$ cat src/rtl/seq_det_pkg.sv
// Shared definitions for the serial pattern detector: controller state encoding
// and the pattern-length clamp.
package seq_det_pkg;

  localparam logic [1:0] ST_IDLE = 2'd0;
  localparam logic [1:0] ST_RUN  = 2'd1;
  localparam logic [1:0] ST_DONE = 2'd2;

  typedef enum logic [1:0] {
    IDLE = ST_IDLE,
    RUN  = ST_RUN,
    DONE = ST_DONE
  } state_e;

  // Out-of-range lengths (zero or wider than the pattern field) select the full width.
  function automatic int unsigned clamp_len(input int unsigned len, input int unsigned pat_w);
    return ((len == 0) || (len > pat_w)) ? pat_w : len;
  endfunction

endpackage

$ cat src/rtl/pattern_match_core.sv
// Serial pattern matcher: history shift register, fill count and masked compare.
// hit flags a match for the bit being shifted in during the current cycle.
module pattern_match_core
  import seq_det_pkg::*;
#(
  parameter  int unsigned PAT_W = 4,
  localparam int unsigned LEN_W = $clog2(PAT_W) + 1
) (
  input  logic             clk,
  input  logic             rst,
  input  logic             clr,
  input  logic             shift,
  input  logic             din,
  input  logic [PAT_W-1:0] pattern,
  input  logic [LEN_W-1:0] len,
  input  logic             overlap,
  output logic             hit
);

  logic [PAT_W-1:0] r_hist;
  logic [LEN_W-1:0] r_fill;

  logic [PAT_W-1:0] w_hist_next;
  logic [PAT_W-1:0] w_mask;
  logic [LEN_W-1:0] w_fill_inc;
  logic             w_cmp_eq;
  logic             w_hit;

  // Compare against the history including the incoming bit.
  always_comb begin
    w_hist_next = {r_hist[PAT_W-2:0], din};
    w_fill_inc  = (r_fill >= LEN_W'(PAT_W)) ? r_fill : r_fill + LEN_W'(1);
    w_mask      = '0;
    for (int i = 0; i < int'(PAT_W); i++) begin
      w_mask[i] = (LEN_W'(i) < len);
    end
    w_cmp_eq = (((w_hist_next ^ pattern) & w_mask) == '0);
    w_hit    = shift && (w_fill_inc >= len) && w_cmp_eq;
  end

  assign hit = w_hit;

  // Non-overlapping mode restarts the fill so the next match needs len fresh bits.
  always_ff @(posedge clk) begin
    if (rst || clr) begin
      r_hist <= '0;
      r_fill <= '0;
    end else if (shift) begin
      r_hist <= w_hist_next;
      r_fill <= (w_hit && !overlap) ? '0 : w_fill_inc;
    end
  end

endmodule

$ cat src/rtl/seq_det_ctrl.sv
// Scan controller for the serial pattern detector: configuration capture,
// IDLE/RUN/DONE sequencing, scan-window and saturating match counters.
module seq_det_ctrl
  import seq_det_pkg::*;
#(
  parameter  int unsigned PAT_W = 4,
  parameter  int unsigned CNT_W = 8,
  parameter  int unsigned WIN_W = 16,
  localparam int unsigned LEN_W = $clog2(PAT_W) + 1
) (
  input  logic             clk,
  input  logic             rst,
  input  logic             cfg_valid,
  output logic             cfg_ready,
  input  logic [PAT_W-1:0] cfg_pattern,
  input  logic [LEN_W-1:0] cfg_len,
  input  logic             cfg_overlap,
  input  logic [WIN_W-1:0] cfg_window,
  input  logic             start,
  input  logic             abort,
  input  logic             din,
  input  logic             din_valid,
  output logic             busy,
  output logic             match,
  output logic             done,
  output logic [CNT_W-1:0] match_count
);

  localparam logic [CNT_W-1:0] CNT_MAX = '1;

  state_e           r_state;
  state_e           w_state_next;

  logic [PAT_W-1:0] r_pattern;
  logic [LEN_W-1:0] r_len;
  logic             r_overlap;
  logic [WIN_W-1:0] r_window;

  logic [WIN_W-1:0] r_remaining;
  logic [CNT_W-1:0] r_count;
  logic             r_match;
  logic             r_done;
  logic             r_busy;
  logic             r_cfg_ready;

  logic             w_cfg_load;
  logic             w_start;
  logic [WIN_W-1:0] w_eff_window;
  logic             w_shift;
  logic             w_last_bit;
  logic [LEN_W-1:0] w_len_eff;
  logic             w_hit;

  always_comb begin
    w_cfg_load   = (r_state == IDLE) && cfg_valid;
    w_start      = (r_state == IDLE) && start;
    w_eff_window = cfg_valid ? cfg_window : r_window;
    w_shift      = (r_state == RUN) && din_valid && !abort;
    w_last_bit   = w_shift && (r_remaining == WIN_W'(1));
    w_len_eff    = LEN_W'(clamp_len(32'(r_len), PAT_W));
  end

  pattern_match_core #(
    .PAT_W (PAT_W)
  ) u_core (
    .clk     (clk),
    .rst     (rst),
    .clr     (w_start),
    .shift   (w_shift),
    .din     (din),
    .pattern (r_pattern),
    .len     (w_len_eff),
    .overlap (r_overlap),
    .hit     (w_hit)
  );

  // Next-state logic; a zero-length window skips straight to DONE.
  always_comb begin
    w_state_next = r_state;
    case (r_state)
      IDLE: begin
        if (start) begin
          w_state_next = (w_eff_window == '0) ? DONE : RUN;
        end
      end
      RUN: begin
        if (abort) begin
          w_state_next = IDLE;
        end else if (w_last_bit) begin
          w_state_next = DONE;
        end
      end
      DONE:    w_state_next = IDLE;
      default: w_state_next = IDLE;
    endcase
  end

  // State register and status flags registered from the next state.
  always_ff @(posedge clk) begin
    if (rst) begin
      r_state     <= IDLE;
      r_cfg_ready <= 1'b1;
      r_busy      <= 1'b0;
      r_done      <= 1'b0;
      r_match     <= 1'b0;
    end else begin
      r_state     <= w_state_next;
      r_cfg_ready <= (w_state_next == IDLE);
      r_busy      <= (w_state_next == RUN);
      r_done      <= (w_state_next == DONE);
      r_match     <= w_hit;
    end
  end

  always_ff @(posedge clk) begin
    if (rst) begin
      r_pattern <= '0;
      r_len     <= LEN_W'(PAT_W);
      r_overlap <= 1'b1;
      r_window  <= '0;
    end else if (w_cfg_load) begin
      r_pattern <= cfg_pattern;
      r_len     <= cfg_len;
      r_overlap <= cfg_overlap;
      r_window  <= cfg_window;
    end
  end

  // Window and match counters; the match count holds between scans.
  always_ff @(posedge clk) begin
    if (rst) begin
      r_remaining <= '0;
      r_count     <= '0;
    end else begin
      if (w_start) begin
        r_remaining <= w_eff_window;
      end else if (w_shift) begin
        r_remaining <= r_remaining - WIN_W'(1);
      end

      if (w_start) begin
        r_count <= '0;
      end else if (w_hit && (r_count != CNT_MAX)) begin
        r_count <= r_count + CNT_W'(1);
      end
    end
  end

  assign cfg_ready   = r_cfg_ready;
  assign busy        = r_busy;
  assign match       = r_match;
  assign done        = r_done;
  assign match_count = r_count;

endmodule

$ cat config.mk
export PLATFORM = sky130hd
export DESIGN_NAME = seq_det_ctrl
export DESIGN_NICKNAME = d
export VERILOG_FILES = /design/src/rtl/seq_det_pkg.sv /design/src/rtl/pattern_match_core.sv /design/src/rtl/seq_det_ctrl.sv
export SDC_FILE = /design/constraint.sdc
export NUM_CORES = 1
export LEC_CHECK = 0
export CAP_MARGIN = 5
export CORE_ASPECT_RATIO = 0.7
export CORE_MARGIN = 2
export CORE_UTILIZATION = 32
export CTS_CLUSTER_SIZE = 28
export DETAILED_ROUTE_END_ITERATION = 16
export PLACE_DENSITY_LB_ADDON = 0.25
export SLEW_MARGIN = 20
export SYNTH_ARGS = -nofsm -noshare
export SYNTH_HDL_FRONTEND = slang
export SYNTH_HIERARCHICAL = 1
export SYNTH_SLANG_ARGS = --single-unit
$ cat constraint.sdc
create_clock -name clk -period 3.8 [get_ports clk]
set_input_delay 0.76 -clock clk [delete_from_list [all_inputs] [get_ports clk]]
set_output_delay 0.76 -clock clk [all_outputs]
set_load 0.005 [all_outputs]
* Word-level counts from Yosys, hierarchy flattened
Index checks and enable logic that the tools add are counted.
** Operators by class
- Add/subtract/negate cells :: 3
- Magnitude comparators :: 7
- Eq/ne operators :: 5
- Muxes and demuxes :: 11
- Bitwise logic cells :: 2
- Reductions and logical operators :: 20
** Operators with widths (count)
- $mux W16 :: 3
- $eq A16 B1 Y1 const B :: 1
- $logic_not A16 Y1 :: 1
- $sub A16 B1 Y16 const B :: 1
- $logic_and A1 B1 Y1 :: 9
- $mux W3 :: 3
- $add A8 B1 Y8 const B :: 1
- $mux W2 :: 4
- $ne A8 B8 Y1 const B :: 1
- $lt A1 B3 Y1 const A :: 2
- $lt A2 B3 Y1 const A :: 2
- $and A4 B4 Y4 :: 1
- $eq A2 B1 Y1 const B :: 2
- $logic_not A2 Y1 :: 2
- $logic_not A4 Y1 :: 1
- $pmux W2 S2 :: 1
- $xor A4 B4 Y4 :: 1
- $add A3 B1 Y3 const B :: 1
- $ge A3 B3 Y1 :: 1
- $ge A3 B3 Y1 const B :: 1
- $gt A3 B3 Y1 const B :: 1
- $logic_not A3 Y1 :: 1
- $eq A2 B2 Y1 const B :: 1
- $logic_not A1 Y1 :: 2
- other kinds (3) :: 4
** Word-level totals
- Bits in registers :: 60
- Output and inout port bits :: 12
- Word-level logic and storage cells :: 61

* Depth between registers and ports, before layout
Gate-level depths: netlist of run 1.
- Depth in word-level cells :: 9
- Mapped depth :: 12
- Gate-level depth less buffers :: 12

* By module
The synthesis of run 1 kept the hierarchy.
** By module, submodules not included
- seq_det_ctrl :: instances 1, cells each 321, area each 2682.6 µm², sequential area each 1081.0 µm²
- pattern_match_core :: instances 1, cells each 52, area each 450.4 µm², sequential area each 120.1 µm²

* Worst setup path before layout of run 1
OpenSTA, ideal clock, no wires.
- Path kind :: in2reg
- From :: in abort
- To :: reg r_count[7], in the netlist match_count[7]
- Library setup time :: 0.121 ns
- Arrival time :: 2.617 ns
- Required time :: 3.679 ns
- Path slack :: 1.063 ns
- Stages on the path :: 11
- Path buffers :: 3
- Cells stage by stage :: nand4bb_1 -> buf_4 -> inv_2 -> buf_2 -> buf_2 -> o221a_1 -> and3_2 -> nand4_1 -> a31oi_1 -> nand2_1 -> mux2_2
** On the way
- Word-level cells in the longest chain between the ends :: 5
** RTL lines
- start: declaration :: RTL line seq_det_ctrl.sv:20 : input logic abort,
- $logic_not A1 Y1 :: RTL line seq_det_ctrl.sv:58 : w_shift = (r_state == RUN) && din_valid && !abort;
- $logic_and A1 B1 Y1 :: RTL line seq_det_ctrl.sv:58
- named net w_shift :: RTL line seq_det_ctrl.sv:49 : logic w_shift;
- $logic_and A1 B1 Y1 (2 in series) :: RTL line pattern_match_core.sv:38 : w_hit = shift && (w_fill_inc >= len) && w_cmp_eq;
- named net w_hit :: RTL line seq_det_ctrl.sv:52 : logic w_hit;
- $logic_and A1 B1 Y1 :: RTL line seq_det_ctrl.sv:143 : end else if (w_hit && (r_count != CNT_MAX)) begin
- end signal: assignment :: RTL line seq_det_ctrl.sv:144 : r_count <= r_count + CNT_W'(1);
- end: declaration :: RTL line seq_det_ctrl.sv:40 : logic [CNT_W-1:0] r_count;
The timed path passes the listed nets, and every way through them passes these cells.
A chain may end at the register's enable or synchronous reset.

* Worst setup path in the final report of run 1
- From :: reg r_len[0]
- To :: reg r_count[7], in the netlist match_count[7]
** On the way
- Word-level cells in the longest chain between the ends :: 8
** RTL lines
- start: declaration :: RTL line seq_det_ctrl.sv:35 : logic [LEN_W-1:0] r_len;
- start signal: assignment :: RTL line seq_det_ctrl.sv:118 : r_len <= LEN_W'(PAT_W);
- start signal: assignment :: RTL line seq_det_ctrl.sv:123 : r_len <= cfg_len;
- $gt A3 B3 Y1 / $logic_not A3 Y1 (equally long branches) :: RTL line seq_det_pkg.sv:17 : return ((len == 0) || (len > pat_w)) ? pat_w : len;
- $logic_or A1 B1 Y1 * :: RTL line seq_det_pkg.sv:17
- $mux W3 * :: RTL line seq_det_pkg.sv:17
- named net w_len_eff[1] :: RTL line seq_det_ctrl.sv:51 : logic [LEN_W-1:0] w_len_eff;
- $lt A1 B3 Y1 / $lt A2 B3 Y1 (equally long branches) :: RTL line pattern_match_core.sv:35 : w_mask[i] = (LEN_W'(i) < len);
- $and A4 B4 Y4 :: RTL line pattern_match_core.sv:37 : w_cmp_eq = (((w_hist_next ^ pattern) & w_mask) == '0);
- $logic_not A4 Y1 :: RTL line pattern_match_core.sv:37
- $logic_and A1 B1 Y1 * :: RTL line pattern_match_core.sv:38
- named net w_hit :: RTL line seq_det_ctrl.sv:52
- $logic_and A1 B1 Y1 * :: RTL line seq_det_ctrl.sv:143
The timed path passes the listed nets; every way through them passes the cells marked *.

==> flow_metrics.env, run 1 <==
export IMPL_wire_per_inst_um=14.5
export IMPL_die_h_um=86.8
export IMPL_crit_type="reg2reg"
export IMPL_cp_max_fo=4
export IMPL_path_buf_inv=1
export IMPL_dp_hpwl_um=5650
export IMPL_multi_input_area_mm2=0.00178
export IMPL_clock_latency_ns=0.34
export IMPL_synth_seq_cells=60
export IMPL_status="complete, no violations"
export IMPL_gr_total_overflow=0
export IMPL_synthFlopType="dfxtp_1"
export IMPL_hold_path_class="reg2reg"
export IMPL_slowest_stage="dfxtp_1"
export IMPL_viasPerCell=5.08
export IMPL_synthCells=373
export IMPL_p_per_area_mw_per_mm2=435
export IMPL_syn_to_final_growth_pct=25.4
export IMPL_grt_pass1_wl_um=13200
export IMPL_post_route_period_util=0.762
export IMPL_cts_buffers=9
export IMPL_synth_yosys_seq_area_share=0.383
export IMPL_place_ws_ns=0.698
export IMPL_min_period_ns=2.89
export IMPL_io_pins=43
export IMPL_grt_util_all_layers=0.162
export IMPL_rsz0062_at_grt="no"
export IMPL_n_antenna_cell=0
export IMPL_timing_final_max_slew_violations=0
export IMPL_clock_sinks=60
export IMPL_required_ns=4.02
export IMPL_instances_no_fill=543
export IMPL_cts_hold_buf=0
export IMPL_dp_cells=527
export IMPL_fillers=999
export IMPL_final_common_cell="dfxtp_1"
export IMPL_max_clock_path_buffers=2
export IMPL_nets=450
export IMPL_tightest_slew_ns=0.687
export IMPL_ant_nets=0
export IMPL_path_common_cell="ha_1"
export IMPL_hold_violations=0
export IMPL_ys_types=60
export IMPL_layout_drive_gt1_share=0.0988
export IMPL_synth_fp_nets=413
export IMPL_max_stage_delay_ns=0.31
export IMPL_post_route_worst_setup_slack_ns=0.906
export IMPL_vias=2760
export IMPL_clkTransAtPathRegs_ns=0.05
export IMPL_grt_max_degree=26
export IMPL_start_util=0.326
export IMPL_cp_cell_sequence="or2_2 -> ha_1 -> nor2b_1 -> inv_1 -> ha_1 -> o21ai_0 -> o21bai_1 -> and3_2 -> nand4_1 -> a31oi_1 -> nand2_1 -> mux2_2"
export IMPL_final_setup_viol_count=0
export IMPL_cts_resized=0
export IMPL_tns_ns=0
export IMPL_io_buffers=42
export IMPL_drc=0
export IMPL_relSlewSlack=0.540
export IMPL_drt_total_wl_um=7890
export IMPL_crit_arrival_ns=3.11
export IMPL_cts_root_buf="clkbuf_16"
export IMPL_crit_path_start_kind="flip-flop"
export IMPL_fmax_mhz=345
export IMPL_firstDrtPassIters=4
export IMPL_yosys_warnings=6
export IMPL_die_area_mm2=0.0106
export IMPL_place_congestion=0.854
export IMPL_syn_cell_area_mm2=0.00313
export IMPL_first_global_vias=2569
export IMPL_num_rows=30
export IMPL_antenna_found_initial=0
export IMPL_post_cts_buffers=0
export IMPL_layout_common_cells="60 x dfxtp_1, 55 x nand2_1, 42 x clkdlybuf4s50_1"
export IMPL_ir_drop_mv=0.219
export IMPL_holdWs_ns=0.467
export IMPL_die_w_um=122
export IMPL_tritoncts="yes"
export IMPL_critPathTopFamily="simple AND/OR/NAND/NOR gates"
export IMPL_h_tree_depth=3
export IMPL_maxCapViolations=0
export IMPL_synth_edf_count=0
export IMPL_endpoint_kind="flip-flop"
export IMPL_syn_area_per_cell_um2=8.40
export IMPL_regArea_mm2=0.00120
export IMPL_async_flop_share=0
export IMPL_leakage_nw=1.46
export IMPL_drt_iter0_markers=182
export IMPL_fp_coreArea_mm2=0.00961
export IMPL_fin_skew_ns=0.00677
[worst paths after layout]
path                 start              to  slack, ns  depth (start not counted)
setup / recovery  r_len[0]  match_count[7]       0.91                         12
hold / removal    r_len[1]        r_len[1]       0.47                          2
setup reg to reg  r_len[0]  match_count[7]       0.91                         12
hold reg to reg   r_len[1]        r_len[1]       0.47                          2
[cells by family (layout without fill, tap and decap cells)]
| group | after synthesis | after routing | synth area share |
|---|---|---|---|
| compound gates | 83 | 83 | 0.170 |
| xor+xnor | 14 | 14 | 0.0391 |
| fa+ha+maj | 9 | 9 | 0.0359 |
| buf+inv | 37 | 79 | 0.0499 |
| flops | 60 | 60 | 0.383 |
| mux | 19 | 19 | 0.0623 |
| simple gates | 151 | 151 | 0.260 |
[stage by stage]
step | utilization | power [mW] | area (um2)
floorplan | - | 0.880 | 3130
finish | 0.409 | 1.71 | 3930
global route | 0.409 | 1.79 | 3930
global placement | 0.381 | 0.971 | 3660
detailed placement | 0.381 | 0.973 | 3660
CTS | 0.409 | 1.72 | 3930
[sequential cells by signal, indices dropped and copies added (netlist names)]
name,flops
u_core/r_hist,3
cfg_ready,1
r_overlap,1
u_core/r_fill,3
r_window,16
busy,1
done,1
r_state,2
match,1
match_count,8
r_remaining,16
r_pattern,4
r_len,3
[synthesized netlist by cell type (all sizes together), types with 10 or more instances]
cell | n | share of area
a21oi | 38 | 0.061
buf | 11 | 0.018
clkbuf | 11 | 0.014
dfxtp | 60 | 0.38
inv | 15 | 0.018
mux2i | 15 | 0.048
nand2 | 55 | 0.066
nand4 | 10 | 0.020
nor2 | 30 | 0.036
[cell type report]
cell class,instances,area share
repair buffers,48,0.118
clock buffers,11,0.0618
inverters,15,0.0143
multi-input cells,276,0.452
well taps,128,0.0408
clock inverters,5,0.00701
flip-flops and latches,60,0.306
[metal layers]
layer / vias to the layer above / global-route usage / wire, um
met5: - / 0 / 0
met4: 0 / 0.0585 / 68
met3: 6 / 0.0553 / 449
met2: 61 / 0.220 / 3180
met1: 1275 / 0.235 / 4190
li1: 1418 / - / -
[report_power, final]
group          switching [mW]  internal, mW  total (mW)
Sequential             0.0367         0.666       0.703
Clock                   0.292         0.453       0.746
Combinational           0.144         0.115       0.259
[worst register-to-register path, cell delays in order, from the launching register on]
cell and delay, ns:
dfxtp_1 0.31, or2_2 0.29, ha_1 0.29, nor2b_1 0.24, inv_1 0.08, ha_1 0.28, o21ai_0 0.07, o21bai_1 0.19
and3_2 0.26, nand4_1 0.14, a31oi_1 0.24, nand2_1 0.10, mux2_2 0.27
Power figures use the tool's default switching activity.
==> run 2, diff against run 1 <==
==> constraint.sdc (replaced) <==
create_clock -name clk -period 2.4 [get_ports clk]
set_input_delay 0.48 -clock clk [delete_from_list [all_inputs] [get_ports clk]]
set_output_delay 0.48 -clock clk [all_outputs]
set_load 0.005 [all_outputs]
==> flow_metrics.env, run 2 (synthesized netlist as in run 1, its figures left out) <==
export IMPL_status="complete, but fails checks"
export IMPL_violations="negative setup slack"
export IMPL_die_area_mm2=0.0106
export IMPL_cts_buffers=9
export IMPL_drt_iter0_markers=169
export IMPL_cts_hold_buf=0
export IMPL_max_clock_path_buffers=2
export IMPL_tightest_slew_ns=0.628
export IMPL_fp_coreArea_mm2=0.00961
export IMPL_layout_drive_gt1_share=0.195
export IMPL_die_h_um=86.8
export IMPL_die_w_um=122
export IMPL_clock_sinks=60
export IMPL_min_path_cells=2
export IMPL_grt_util_all_layers=0.164
export IMPL_io_buffers=42
export IMPL_antenna_found_initial=0
export IMPL_post_route_period_util=1.05
export IMPL_hold_violations=0
export IMPL_reg2reg_from="r_len[0]"
export IMPL_clock_latency_ns=0.33
export IMPL_crit_path_start="r_len[0]"
export IMPL_clkTransAtPathRegs_ns=0.05
export IMPL_rr_worst_depth=12
export IMPL_multi_input_area_mm2=0.00185
export IMPL_rsz0062_at_grt="yes"
export IMPL_leakage_nw=1.65
export IMPL_n_antenna_cell=0
export IMPL_num_rows=30
export IMPL_gr_total_overflow=0
export IMPL_viasPerCell=5.06
export IMPL_min_from="r_pattern[0]"
export IMPL_wire_per_inst_um=14.3
export IMPL_start_util=0.326
export IMPL_ant_nets=0
export IMPL_cp_max_fo=3
export IMPL_min_period_ns=2.52
export IMPL_ir_drop_mv=0.358
export IMPL_syn_to_final_growth_pct=37.6
export IMPL_place_congestion=0.834
export IMPL_io_pins=43
export IMPL_crit_path_start_kind="flip-flop"
export IMPL_regArea_mm2=0.00120
export IMPL_hold_path_class="reg2reg"
export IMPL_fin_skew_ns=0.00708
export IMPL_endpoint_kind="flip-flop"
export IMPL_p_per_area_mw_per_mm2=685
export IMPL_layout_common_cells="57 x dfxtp_1, 55 x nand2_1, 42 x clkdlybuf4s50_1"
export IMPL_grt_pass1_wl_um=13300
export IMPL_drc=0
export IMPL_first_global_vias=2741
export IMPL_timing_final_max_slew_violations=0
export IMPL_drt_total_wl_um=8210
export IMPL_required_ns=2.61
export IMPL_firstDrtPassIters=5
export IMPL_fillers=982
export IMPL_h_tree_depth=3
export IMPL_crit_arrival_ns=2.73
export IMPL_dp_hpwl_um=5890
export IMPL_tns_ns=-0.391
export IMPL_final_setup_viol_count=6
export IMPL_relSlewSlack=0.580
export IMPL_maxCapViolations=0
export IMPL_post_route_worst_setup_slack_ns=-0.118
export IMPL_place_ws_ns=-0.147
export IMPL_final_common_cell="dfxtp_1"
export IMPL_nets=481
export IMPL_tritoncts="yes"
export IMPL_fmax_mhz=397
export IMPL_cts_root_buf="clkbuf_16"
export IMPL_finalPower_mw=2.95
export IMPL_grt_max_degree=49
export IMPL_vias=2904
export IMPL_crit_type="reg2reg"
-- run 2: worst paths after layout --
kind                    endpoint  slack, ns
hold reg to reg     r_pattern[0]       0.47
setup / recovery  match_count[7]      -0.12
hold / removal      r_pattern[0]       0.47
setup reg to reg  match_count[7]      -0.12
-- run 2: through the flow --
stage	utilization	hold WS, ns	cells	area, um2
2_1_floorplan	-	0.430	373	3160
3_5_place_dp	0.404	0.465	552	3890
4_1_cts	0.444	0.472	572	4270
6_report	0.449	0.468	574	4310
3_3_place_gp	0.404	0.456	552	3890
5_1_grt	0.449	0.488	574	4310
-- run 2: layer usage --
layer	wire, um	global-route usage
met1	4170	0.230
met2	3480	0.236
met3	424	0.0500
met4	133	0.0585
met5	0	0
-- run 2: area by class of cell --
| cell class | count | area share |
|---|---|---|
| clock buffers | 11 | 0.0563 |
| well taps | 128 | 0.0371 |
| clock inverters | 5 | 0.0174 |
| flip-flops and latches | 60 | 0.279 |
| inverters | 15 | 0.0136 |
| repair buffers | 79 | 0.167 |
| multi-input cells | 276 | 0.429 |
-- run 2: worst max-delay path: stages, from the launching register on --
cell and delay [ns]:
dfxtp_2 0.32, or2_4 0.25, ha_4 0.23, nor2b_4 0.12
inv_2 0.06, ha_4 0.26, o21ai_2 0.04, o21bai_1 0.17
and3_4 0.25, nand4_1 0.16, a31oi_2 0.20, nand2_1 0.08
mux2_2 0.28
-- run 2: what timing repair did --
| action | CTS | global route |
|---|---|---|
| gates resized for setup | 9 | 8 |
| pin swaps | 5 | 1 |
| buffers inserted | 4 | 2 |
| setup endpoints to repair | 7 | 10 |
-- run 2: where the power goes --
group	internal, mW	switching (mW)	total, mW
Sequential	1.06	0.0567	1.11
Clock	0.930	0.439	1.37
Combinational	0.225	0.246	0.471
==> run 3, diff against run 2 <==
--- a/config.mk
+++ b/config.mk
@@ -17,3 +17,4 @@
 export SYNTH_HDL_FRONTEND = slang
 export SYNTH_HIERARCHICAL = 1
 export SYNTH_SLANG_ARGS = --single-unit
+export TNS_END_PERCENT = 10
==> constraint.sdc (replaced) <==
create_clock -name clk -period 2.9 [get_ports clk]
set_input_delay 0.58 -clock clk [delete_from_list [all_inputs] [get_ports clk]]
set_output_delay 0.58 -clock clk [all_outputs]
set_load 0.005 [all_outputs]
==> flow_metrics.env, run 3 (synthesized netlist as in run 1, its figures left out) <==
export IMPL_status="complete, no violations"
export IMPL_cts_root_buf="clkbuf_16"
export IMPL_drt_iter0_markers=160
export IMPL_syn_to_final_growth_pct=26.7
export IMPL_layout_drive_gt1_share=0.105
export IMPL_max_clock_path_buffers=2
export IMPL_n_antenna_cell=0
export IMPL_place_congestion=0.847
export IMPL_die_area_mm2=0.0106
export IMPL_num_rows=30
export IMPL_dp_hpwl_um=5760
export IMPL_drc=0
export IMPL_gr_total_overflow=0
export IMPL_min_from="r_len[0]"
export IMPL_nets=454
export IMPL_fillers=991
export IMPL_firstDrtPassIters=4
export IMPL_final_common_cell="dfxtp_1"
export IMPL_clock_sinks=60
export IMPL_drt_total_wl_um=7800
export IMPL_slowest_stage="ha_1"
export IMPL_hold_path_class="reg2reg"
export IMPL_hold_violations=0
export IMPL_leakage_nw=1.48
export IMPL_grt_max_degree=32
export IMPL_h_tree_depth=3
export IMPL_crit_arrival_ns=2.95
export IMPL_tritoncts="yes"
export IMPL_rrSetupSlack_ns=0.17
export IMPL_wire_per_inst_um=14.3
export IMPL_crit_path_start="r_len[0]"
export IMPL_fmax_mhz=366
export IMPL_clkTransAtPathRegs_ns=0.05
export IMPL_cp_cell_sequence="or2_2 -> ha_1 -> nor2b_4 -> inv_1 -> ha_1 -> o21ai_0 -> o21bai_1 -> and3_4 -> nand4_1 -> a31oi_1 -> nand2_1 -> mux2_2"
export IMPL_grt_pass1_wl_um=12900
export IMPL_timing_final_max_slew_violations=0
export IMPL_tns_ns=0
export IMPL_grt_util_all_layers=0.158
export IMPL_crit_path_start_kind="flip-flop"
export IMPL_min_path_cells=2
export IMPL_final_util=0.413
export IMPL_die_w_um=122
export IMPL_antenna_found_initial=0
export IMPL_path_buf_inv=1
export IMPL_fin_skew_ns=0.00569
export IMPL_crit_type="reg2reg"
export IMPL_instances_no_fill=546
export IMPL_multi_input_area_mm2=0.00179
export IMPL_cp_max_fo=4
export IMPL_place_ws_ns=0.0658
export IMPL_relSlewSlack=0.577
export IMPL_max_stage_delay_ns=0.33
export IMPL_critPathTopFamily="simple AND/OR/NAND/NOR gates"
export IMPL_rsz0062_at_grt="no"
export IMPL_tightest_slew_ns=0.633
export IMPL_fp_coreArea_mm2=0.00961
export IMPL_first_global_vias=2532
export IMPL_reg2reg_from="r_len[0]"
export IMPL_p_per_area_mw_per_mm2=564
export IMPL_io_buffers=42
export IMPL_cts_hold_buf=0
export IMPL_required_ns=3.12
export IMPL_post_cts_buffers=0
export IMPL_ir_drop_mv=0.274
export IMPL_post_route_period_util=0.942
export IMPL_dp_cells=531
export IMPL_whs_endpoint="r_len[0]"
export IMPL_die_h_um=86.8
export IMPL_path_common_cell="ha_1"
export IMPL_clock_latency_ns=0.33
export IMPL_min_period_ns=2.73
export IMPL_viasPerCell=5.06
export IMPL_post_route_worst_setup_slack_ns=0.167
export IMPL_layout_common_cells="60 x dfxtp_1, 55 x nand2_1, 42 x clkdlybuf4s50_1"
export IMPL_start_util=0.326
export IMPL_endpoint_kind="flip-flop"
export IMPL_rr_worst_depth=12
export IMPL_vias=2764
export IMPL_maxCapViolations=0
export IMPL_final_setup_viol_count=0
export IMPL_io_pins=43
export IMPL_cts_buffers=9
export IMPL_ant_nets=0
export IMPL_holdWs_ns=0.466
export IMPL_r2r_end="match_count[7]"
export IMPL_regArea_mm2=0.00120
## run 3: cell count changes in the layout (fill, tap and decap cells not counted), moves of 2 or more
cell	previous run	this run
bufinv_16	2	0
buf_6	2	0
dfxtp_2	3	0
inv_2	4	2
buf_4	34	10
inv_1	10	13
dfxtp_1	57	60
ha_1	6	9
ha_4	3	0
## run 3: final cells by class
class	instances	share of cell area
multi-input cells	276	0.450
flip-flops and latches	60	0.303
repair buffers	52	0.125
clock buffers	13	0.0656
well taps	128	0.0403
inverters	15	0.0142
clock inverters	2	0.00252
## run 3: timing repair
item / 4_1_cts / 5_1_grt
resized for setup: 0 / 3
endpoints found under the hold margin: 0 / 0
endpoints found under the setup margin: 0 / 5
## run 3: worst max path at each step
| stage | end | cells after the start |
|---|---|---|
| 5_1_grt | match_count[7] | 12 |
| 4_1_cts | match_count[7] | 12 |
| 2_1_floorplan | match_count[7] | 12 |
| 6_report | match_count[7] | 12 |
| 3_5_place_dp | match_count[7] | 12 |
| 3_3_place_gp | match_count[7] | 12 |
## run 3: metrics by stage
step | power (mW) | area, um2
after floorplan | 1.15 | 3130
after global placement | 1.27 | 3690
after detailed placement | 1.28 | 3690
after CTS | 2.25 | 3960
after global routing | 2.34 | 3970
final | 2.24 | 3970
## run 3: worst register-to-register path: cells and delay by family (launching register included)
| kind | cells | cell delay (ns) |
|---|---|---|
| AND/OR/NAND/NOR | 5 | 0.92 |
| flip-flops | 1 | 0.31 |
| AO/OA/AOI/OAI | 3 | 0.47 |
| adder cells (fa/ha/maj) | 2 | 0.59 |
| multiplexers | 1 | 0.27 |
| buffers and inverters | 1 | 0.06 |
## run 3: metal layers
metal  GRT usage  wire length, um
met5           0                0
met4      0.0543              108
met3      0.0428              418
met2       0.215             3140
met1       0.236             4130
## run 3: where the power goes
| part | internal (mW) | switching [mW] |
|---|---|---|
| Sequential | 0.874 | 0.0486 |
| Combinational | 0.155 | 0.190 |
| Clock | 0.616 | 0.354 |
| Total | 1.65 | 0.592 |
